$ cat src/rtl/pll_lock_supervisor_pkg.sv
// Shared definitions for the clk_pll_0 lock supervisor: 3-bit state encodings,
// the registered output bundle and its decode, and the counter-width helper.
package pll_lock_supervisor_pkg;

    typedef enum logic [2:0] {
        ST_PWD       = 3'd0,
        ST_RST       = 3'd1,
        ST_WAIT_LOCK = 3'd2,
        ST_STABLE    = 3'd3,
        ST_RUN       = 3'd4,
        ST_FAIL      = 3'd5
    } supv_state_e;

    typedef struct packed {
        logic pll_pwd;
        logic pll_rst;
        logic sys_rst;
        logic pll_ok;
        logic lock_fail;
        logic lock_lost;
    } supv_out_t;

    localparam supv_out_t SUPV_OUT_RST = supv_out_t'(6'b111000);

    function automatic int clog2_w(input int v);
        int w;
        w = 1;
        for (int i = 1; i < 31; i++)
            if ((1 << i) < v) w = i + 1;
        return w;
    endfunction

    function automatic int max_of(input int a, input int b);
        return (a > b) ? a : b;
    endfunction

    // Outputs are a pure function of the state being entered plus the loss event.
    function automatic supv_out_t supv_decode(input supv_state_e s, input logic lost);
        supv_out_t o;
        o.pll_pwd   = (s == ST_PWD) || (s == ST_FAIL);
        o.pll_rst   = (s == ST_PWD) || (s == ST_RST) || (s == ST_FAIL);
        o.sys_rst   = (s != ST_RUN);
        o.pll_ok    = (s == ST_RUN);
        o.lock_fail = (s == ST_FAIL);
        o.lock_lost = lost;
        return o;
    endfunction

endpackage

$ cat src/rtl/pll_lock_supervisor_sync_2ff.sv
// Two-flop synchroniser for a single asynchronous input, cleared by rst.
module sync_2ff (
    input  logic clkin1,
    input  logic rst,
    input  logic d,
    output logic q
);
    logic meta;

    always_ff @(posedge clkin1) begin
        if (rst) begin
            meta <= 1'b0;
            q    <= 1'b0;
        end else begin
            meta <= d;
            q    <= meta;
        end
    end
endmodule

$ cat src/rtl/pll_lock_supervisor.sv
// PLL power-up/lock supervisor on clkin1: sequences pll_pwd/pll_rst, qualifies lock,
// retries on timeout. Define PLL_SUPV_LOSS_CNT_EN to add the loss_cnt output.
module pll_lock_supervisor
    import pll_lock_supervisor_pkg::*;
#(
    parameter int PWD_CYCLES          = 3,
    parameter int RST_CYCLES          = 3,
    parameter int LOCK_STABLE_CYCLES  = 64,
    parameter int LOCK_TIMEOUT_CYCLES = 2500,
    parameter int MAX_RETRY           = 3
) (
    input  logic       clkin1,
    input  logic       rst,
    input  logic       lock,
    input  logic       restart,
    output logic       pll_pwd,
    output logic       pll_rst,
    output logic       sys_rst,
    output logic       pll_ok,
    output logic       lock_fail,
    output logic       lock_lost,
`ifdef PLL_SUPV_LOSS_CNT_EN
    output logic [7:0] loss_cnt,
`endif
    output logic [1:0] retry_cnt
);
    localparam int TMAX = max_of(max_of(PWD_CYCLES, RST_CYCLES),
                                 max_of(LOCK_STABLE_CYCLES, LOCK_TIMEOUT_CYCLES));
    localparam int TW = clog2_w(TMAX);

    localparam logic [TW-1:0] PWD_LAST = TW'(PWD_CYCLES - 1);
    localparam logic [TW-1:0] RST_LAST = TW'(RST_CYCLES - 1);
    localparam logic [TW-1:0] STB_LAST = TW'(LOCK_STABLE_CYCLES - 1);
    localparam logic [TW-1:0] TO_LAST  = TW'(LOCK_TIMEOUT_CYCLES - 1);
    localparam logic [1:0]    RETRY_MAX = 2'(MAX_RETRY);

    supv_state_e   state, nxt;
    logic [TW-1:0] timer;
    logic [1:0]    retry_nxt;
    logic          lost_evt;
    logic          lock_s;
    supv_out_t     out_q;

    sync_2ff u_lock_sync (
        .clkin1 (clkin1),
        .rst    (rst),
        .d      (lock),
        .q      (lock_s)
    );

    always_comb begin
        nxt       = state;
        retry_nxt = retry_cnt;
        lost_evt  = 1'b0;
        if (restart) begin
            nxt       = ST_PWD;
            retry_nxt = 2'd0;
        end else begin
            case (state)
                ST_PWD:       if (timer == PWD_LAST) nxt = ST_RST;
                ST_RST:       if (timer == RST_LAST) nxt = ST_WAIT_LOCK;
                ST_WAIT_LOCK: begin
                    if (lock_s) begin
                        nxt = ST_STABLE;
                    end else if (timer == TO_LAST) begin
                        if (retry_cnt == RETRY_MAX) begin
                            nxt = ST_FAIL;
                        end else begin
                            nxt       = ST_PWD;
                            retry_nxt = retry_cnt + 2'd1;
                        end
                    end
                end
                // A dropout while qualifying reopens the timeout window without costing a retry.
                ST_STABLE: begin
                    if (!lock_s)
                        nxt = ST_WAIT_LOCK;
                    else if (timer == STB_LAST)
                        nxt = ST_RUN;
                end
                ST_RUN: begin
                    if (!lock_s) begin
                        nxt       = ST_PWD;
                        retry_nxt = 2'd0;
                        lost_evt  = 1'b1;
                    end
                end
                ST_FAIL:  nxt = ST_FAIL;
                default:  nxt = ST_PWD;
            endcase
        end
    end

    always_ff @(posedge clkin1) begin
        if (rst) begin
            state     <= ST_PWD;
            timer     <= '0;
            retry_cnt <= 2'd0;
            out_q     <= SUPV_OUT_RST;
        end else begin
            state     <= nxt;
            retry_cnt <= retry_nxt;
            out_q     <= supv_decode(nxt, lost_evt);
            // restart must also clear the timer when it re-enters PWD from PWD
            if (restart || (nxt != state))
                timer <= '0;
            else
                timer <= timer + 1'b1;
        end
    end

    assign pll_pwd   = out_q.pll_pwd;
    assign pll_rst   = out_q.pll_rst;
    assign sys_rst   = out_q.sys_rst;
    assign pll_ok    = out_q.pll_ok;
    assign lock_fail = out_q.lock_fail;
    assign lock_lost = out_q.lock_lost;

`ifdef PLL_SUPV_LOSS_CNT_EN
    // Survives restart so firmware can see lifetime loss history; only rst clears it.
    always_ff @(posedge clkin1) begin
        if (rst)
            loss_cnt <= 8'd0;
        else if (lost_evt && (loss_cnt != 8'hFF))
            loss_cnt <= loss_cnt + 8'd1;
    end
`else
    // No loss history kept in this build.
`endif

endmodule

$ cat config.mk
export PLATFORM = sky130hd
export DESIGN_NAME = pll_lock_supervisor
export DESIGN_NICKNAME = d
export VERILOG_FILES = /design/src/rtl/pll_lock_supervisor_pkg.sv /design/src/rtl/pll_lock_supervisor_sync_2ff.sv /design/src/rtl/pll_lock_supervisor.sv
export SDC_FILE = /design/constraint.sdc
export NUM_CORES = 1
export LEC_CHECK = 0
export ABC_AREA = 1
export BUFFER_PORTS_ARGS = -buffer_cell sky130_fd_sc_hd__buf_2
export CAP_MARGIN = 5
export CELL_PAD_IN_SITES_DETAIL_PLACEMENT = 2
export CELL_PAD_IN_SITES_GLOBAL_PLACEMENT = 2
export CORE_MARGIN = 10
export CORE_UTILIZATION = 36
export CTS_CLUSTER_DIAMETER = 30
export DETAILED_ROUTE_END_ITERATION = 8
export PLACE_DENSITY_LB_ADDON = 0.1
export SYNTH_ARGS = -nofsm -noshare
export SYNTH_HDL_FRONTEND = slang
export SYNTH_HIERARCHICAL = 1
export SYNTH_SLANG_ARGS = --single-unit
$ cat constraint.sdc
create_clock -name clkin1 -period 3.7 [get_ports clkin1]
set_clock_uncertainty 0.2 [all_clocks]
set_input_delay 0.185 -clock clkin1 [delete_from_list [all_inputs] [get_ports clkin1]]
set_output_delay 0.185 -clock clkin1 [all_outputs]
set_load 0.05 [all_outputs]
# [Word level (Yosys, flattened, before mapping)]
# Cells that the tools add are included.
[op_classes] add_sub_neg=2 eq_ne=18 mux=16 n_bitwise=1 reduce_logical=11
[ops] op="3-bit 2-to-1 mux" count=9
[ops] op="3-bit one-hot mux with 6 select lines" count=1
[ops] op="12-bit by 1-bit adder with 12-bit output, second input constant" count=1
[ops] op="12-bit == test, second input constant" count=1
[ops] op="12-bit by 2-bit == test with 1-bit output, second input constant" count=1
[ops] op="12-bit by 6-bit == test with 1-bit output, second input constant" count=1
[ops] op="3-bit == test, second input constant" count=4
[ops] op="2-bit 2-to-1 mux" count=4
[ops] op="2-bit inequality test, second input constant" count=4
[ops] op="3-bit by 1-bit == test with 1-bit output, second input constant" count=2
[ops] op="3-bit by 2-bit == test with 1-bit output, second input constant" count=2
[ops] op="3-bit logical NOT" count=2
[ops] op="5-bit AND reduction" count=1
[ops] op="1-bit logical OR" count=4
[ops] op="2-bit one-hot mux with 2 select lines" count=1
[ops] op="2-bit OR reduction" count=2
[ops] op="3-bit inequality test" count=1
[ops] op="3-bit inequality test, second input constant" count=1
[ops] op="3-bit OR reduction" count=1
[ops] op="2-bit by 1-bit adder with 2-bit output, second input constant" count=1
[ops] op="2-bit == test, second input constant" count=1
[ops] op="2-bit nonzero test" count=1
[ops] op="1-bit 2-to-1 mux" count=1
[ops] op="1-bit NOT" count=1
[word_totals] reg_bits=25 inputBits=4 output_inout_bits=8 elab_cells=59

# [Logic depth before layout (Yosys ltp)]
[depth] word_depth=9 ltp_mapped=13 mapped_depth_nobuf=12

# [By module]
# Netlist, hierarchy kept.
[by_module_without_submodules] module="pll_lock_supervisor" n_inst=1 cells_per_inst=169 area_each_um2=1276.2 seq_area_each_um2=460.4
[by_module_without_submodules] module="sync_2ff" n_inst=1 cells_per_inst=6 area_each_um2=55.1 seq_area_each_um2=40.0

# [Least setup slack after synthesis]
# OpenSTA, ideal clock, no wires.
[synth_timing] path_type="register to register" start="reg retry_cnt[0]" end="reg timer[6]" setup_ns=0.120 t_arrival_ns=1.628 required_time_ns=3.380 setup_slack_ns=1.752 stages_incl_launch_ff=12 path_buffers=1 period_less_slack_ns=1.948 cell_sequence="dfxtp_1 -> ha_1 -> inv_1 -> nor2_1 -> nand3b_1 -> nand2_1 -> inv_1 -> nand2_1 -> nand3_2 -> nand3_2 -> buf_6 -> nor3_2"
[synth_via] elab_chain_len=9
[synth_rtl] element="start, declared" line_no="pll_lock_supervisor.sv:25" source="output logic [1:0] retry_cnt"
[synth_rtl] element="start signal, assigned" line_no="pll_lock_supervisor.sv:102" source="retry_cnt <= retry_nxt;"
[synth_rtl] element="2-bit == test" line_no="pll_lock_supervisor.sv:66" source="if (retry_cnt == RETRY_MAX) begin"
[synth_rtl] element="3-bit 2-to-1 mux" line_no="pll_lock_supervisor.sv:66"
[synth_rtl] element="3-bit 2-to-1 mux" line_no="pll_lock_supervisor.sv:65" source="end else if (timer == TO_LAST) begin"
[synth_rtl] element="3-bit 2-to-1 mux" line_no="pll_lock_supervisor.sv:63" source="if (lock_s) begin"
[synth_rtl] element="3-bit one-hot mux with 6 select lines" line_no="pll_lock_supervisor.sv:59" source="case (state)"
[synth_rtl] element="3-bit 2-to-1 mux" line_no="pll_lock_supervisor.sv:55" source="if (restart) begin"
[synth_rtl] element="3-bit inequality test" line_no="pll_lock_supervisor.sv:105" source="if (restart || (nxt != state))"
[synth_rtl] element="1-bit logical OR" line_no="pll_lock_supervisor.sv:105"
[synth_rtl] element="2-bit OR reduction (no source line)"
[synth_rtl] element="end signal, assigned" line_no="pll_lock_supervisor.sv:108" source="timer <= timer + 1'b1;"
[synth_rtl] element="end, declared" line_no="pll_lock_supervisor.sv:38" source="logic [TW-1:0] timer;"
# No other way between the ends.
# A chain may end at the register's enable or synchronous reset.

# [Final worst setup path]
[layout_timing] start="reg timer[0]" end="reg timer[9]"
[layout_via] elab_chain_len=8 elab_cells_between_ends=15 cone_classes="add/sub (1); eq/ne (4); mux (8); reduce/logical (2)"
[layout_rtl] element="12-bit by 6-bit == test with 1-bit output or 12-bit == test (tied branches)" line_no="pll_lock_supervisor.sv:78, pll_lock_supervisor.sv:65"
[layout_rtl] element="3-bit 2-to-1 mux (on tied branches)" line_no="pll_lock_supervisor.sv:78, pll_lock_supervisor.sv:65"
[layout_rtl] element="3-bit 2-to-1 mux (on tied branches)" line_no="pll_lock_supervisor.sv:76, pll_lock_supervisor.sv:63"
[layout_rtl] element="3-bit one-hot mux with 6 select lines" line_no="pll_lock_supervisor.sv:59"
[layout_rtl] element="3-bit 2-to-1 mux" line_no="pll_lock_supervisor.sv:55"
[layout_rtl] element="3-bit inequality test" line_no="pll_lock_supervisor.sv:105"
[layout_rtl] element="1-bit logical OR" line_no="pll_lock_supervisor.sv:105"
[layout_rtl] element="2-bit OR reduction (no source line)"
# Parallel ways exist; a longest one is shown, timed or not.

==> flow_summary.json <==
{
  "post_drt_wl_per_cell_um": 15.1,
  "ctsResizeCount": 0,
  "crit_chain": "ha_1 -> nand3_1 -> nor2_2 -> nand2_1 -> nand2_2 -> nand2_1 -> nor2_1 -> nand2_1 -> nand3_2 -> nand3_2 -> nor3_1",
  "dieWidth_um": 80.8,
  "cp_max_fo": 12,
  "yosysTopAreaCell": "dfxtp_1",
  "dr.first_iter.drc_count": 42,
  "slew_violations": 0,
  "wl_um": 3610,
  "dp_hpwl_um": 2850,
  "muxShareOfSynthArea": 0,
  "setup_viol": 0,
  "startpoint_type": "flip-flop",
  "core_um2": 3610,
  "syn_area_um2": 1330,
  "rrSetupSlack_ns": 1.26,
  "syn_nets": 182,
  "syn_inst": 175,
  "fin_setup_tns_ns": 0,
  "synth.avg_cell_area_um2": 7.61,
  "place_inst": 232,
  "io_pins": 12,
  "synthSimpleGateAreaFrac": 0.401,
  "drive_gt1_frac": 0.215,
  "holdPathStages": 3,
  "htreeDepth": 1,
  "drcViolationCount": 0,
  "globalplace.congestion": 0.736,
  "grt_pass1_wl_um": 6410,
  "grt_max_degree": 14,
  "max_stage_delay_ns": 0.40,
  "worstHoldStart": "restart",
  "ir_drop_v": 0.000142,
  "yosys_register_bits": 25,
  "tritoncts": "yes",
  "leakagePower_nw": 0.625,
  "finalNetCount": 199,
  "cp_data_arrival_time_ns": 2.44,
  "dieArea_um2": 6530,
  "synth.area.top_cells": "dfxtp_1, nor3_2, nand2_1",
  "min_period_ns": 2.44,
  "worstSetupEndpointType": "flip-flop",
  "clock.fmax_ghz": 0.409,
  "path_delay_family": "simple AND/OR/NAND/NOR gates",
  "grt_pass1_vias": 1329,
  "antennaDiodeCount": 0,
  "synth_compound_area_frac": 0.0479,
  "yosys.cell_types.count": 24,
  "track_usage": 0.122,
  "final_cells": 239,
  "initial_utilization": 0.369,
  "r2r-end": "timer[9]",
  "hold_end": "state[0]",
  "clk_pin_slew_ns": 0.09,
  "synthXorXnorAreaFrac": 0.0592,
  "hold_viol_final": 0,
  "slowest_stage": "dfxtp_1",
  "rsz0062_at_grt": "false",
  "via_count": 1164,
  "r2r_start": "timer[0]",
  "fillers": 452,
  "die-height_um": 80.8,
  "ys_seq_area_frac": 0.376,
  "io_buffers": 11,
  "path_class": "reg -> reg",
  "first_pass_iters": 2,
  "outcome": "complete, no violations",
  "max_slew_margin": 0.579,
  "crit_buf_inv": 0,
  "antenna_left": 0,
  "viasPerCell": 4.87,
  "cp_common_cell": "nand2_1",
  "numCtsBuffers": 3,
  "cts.path.max_buffers": 2,
  "worst_pin_slew_ns": 0.626,
  "yosys_warnings": 6,
  "synth_top_family_by_area": "simple AND/OR/NAND/NOR gates",
  "antenna_found_initial": 0,
  "drv_cap": 0,
  "holdCritPathClass": "in -> reg",
  "cts_sinks": 25,
  "area_growth_pct": 12.6,
  "cts_root_buf": "clkbuf_8",
  "gr-total-overflow": 0,
  "r2r.worst_path.cells": 11,
  "power_density_nw_per_um2": 310,
  "synthAdderAreaFrac": 0.0282,
  "worstPathRequired_ns": 3.69,
  "cts_setup_buffers": 0,
  "period_share": 0.661,
  "clkLatencyLatePin_ns": 0.27,
  "synth_top_area_share": 0.376,
  "row_count": 22
}
-- logic make-up after synthesis --
group,after synthesis
xor+xnor,9
fa+ha+maj,3
buf+inv,27
simple gates,101
compound gates,10
flops,25
-- state kept, by name, indices dropped and copies added (netlist names) --
name,cells
sys_rst,1
u_lock_sync/q,1
lock_fail,1
retry_cnt,2
lock_lost,1
u_lock_sync/meta,1
pll_rst,1
state,3
pll_ok,1
pll_pwd,1
timer,12
-- where the power goes --
| part | switching, mW | leakage, nW | internal [mW] |
|---|---|---|---|
| clock network | 0.0905 | 0.0228 | 0.0772 |
| logic | 0.0149 | 0.400 | 0.00835 |
| registers | 0.00230 | 0.202 | 0.271 |
| total | 0.108 | 0.625 | 0.357 |
-- layout make-up --
type	count	area, um2	share of cell area
Multi-Input combinational cell	123	714	0.477
Inverter	25	93.8	0.0626
Clock buffer	4	45.0	0.0301
Timing Repair Buffer	14	85.1	0.0568
Tap cell	48	60.1	0.0401
Sequential cell	25	500	0.334
-- worst register-to-register path, delay by kind of cell (launching register included) --
kind                     cells  cell delay (ns)
AND/OR/NAND/NOR             10             1.43
adder cells (fa/ha/maj)      1             0.31
flip-flops                   1             0.40
-- timing repair --
| item | in CTS | in global routing |
|---|---|---|
| endpoints found under the setup margin | 0 | 0 |
| endpoints found under the hold margin | 4 | 0 |
| hold buffers | 3 | 0 |
-- metrics by stage --
stage	hold slack, ns	power [mW]	worst slack, ns	util	area, um2
after floorplan	0.0562	0.295	1.75	-	1330
after global placement	0.188	0.300	1.45	0.395	1420
after detailed placement	0.202	0.301	1.28	0.395	1420
after CTS	0.0275	0.470	1.22	0.416	1500
after global routing	0.0256	0.485	0.993	0.416	1500
final	0.0323	0.465	1.26	0.416	1500
-- cell usage after synthesis --
cell,number
nor3_2,11
a31oi_1,1
nand3b_1,1
nand3_2,2
xnor2_1,3
nand2_1,29
nand3_1,13
nor4_1,1
o21bai_2,2
nand4_1,1
dfxtp_1,25
nand2_2,7
nor2_1,26
ha_1,3
a21oi_1,3
nor2_2,1
or2_2,1
nor3_1,5
inv_1,25
buf_6,2
nor2_4,2
or2_4,1
o21ai_0,4
xor2_1,6
-- worst max path at each step --
stage                      start         to  slack, ns  cells after the start
floorplan           retry_cnt[0]   timer[6]       1.75                     11
global placement        timer[0]  timer[10]       1.45                     11
detailed placement      timer[0]   timer[9]       1.28                     11
CTS                     timer[0]   timer[9]       1.22                     11
global route            timer[0]   timer[9]       0.99                     11
finish                  timer[0]   timer[9]       1.26                     11
-- layout by cell type, fill, tap and decap left out, drive strengths merged, types with 2 or more instances in the layout --
master / netlist / final
a21oi: 3 / 3
buf: 2 / 11
clkbuf: 0 / 4
dfxtp: 25 / 25
dlygate4sd3: 0 / 3
ha: 3 / 3
inv: 25 / 25
nand2: 36 / 36
nand3: 15 / 15
nor2: 29 / 29
nor3: 16 / 16
o21ai: 4 / 4
o21bai: 2 / 2
or2: 2 / 2
xnor2: 3 / 3
xor2: 6 / 6
-- metal layers --
metal  track usage  part of all wire
met1         0.151              0.46
met5             0                 0
met3        0.0243             0.025
met2         0.210              0.50
met4        0.0311            0.0078
No activity file was read; power rests on OpenSTA's default activity.
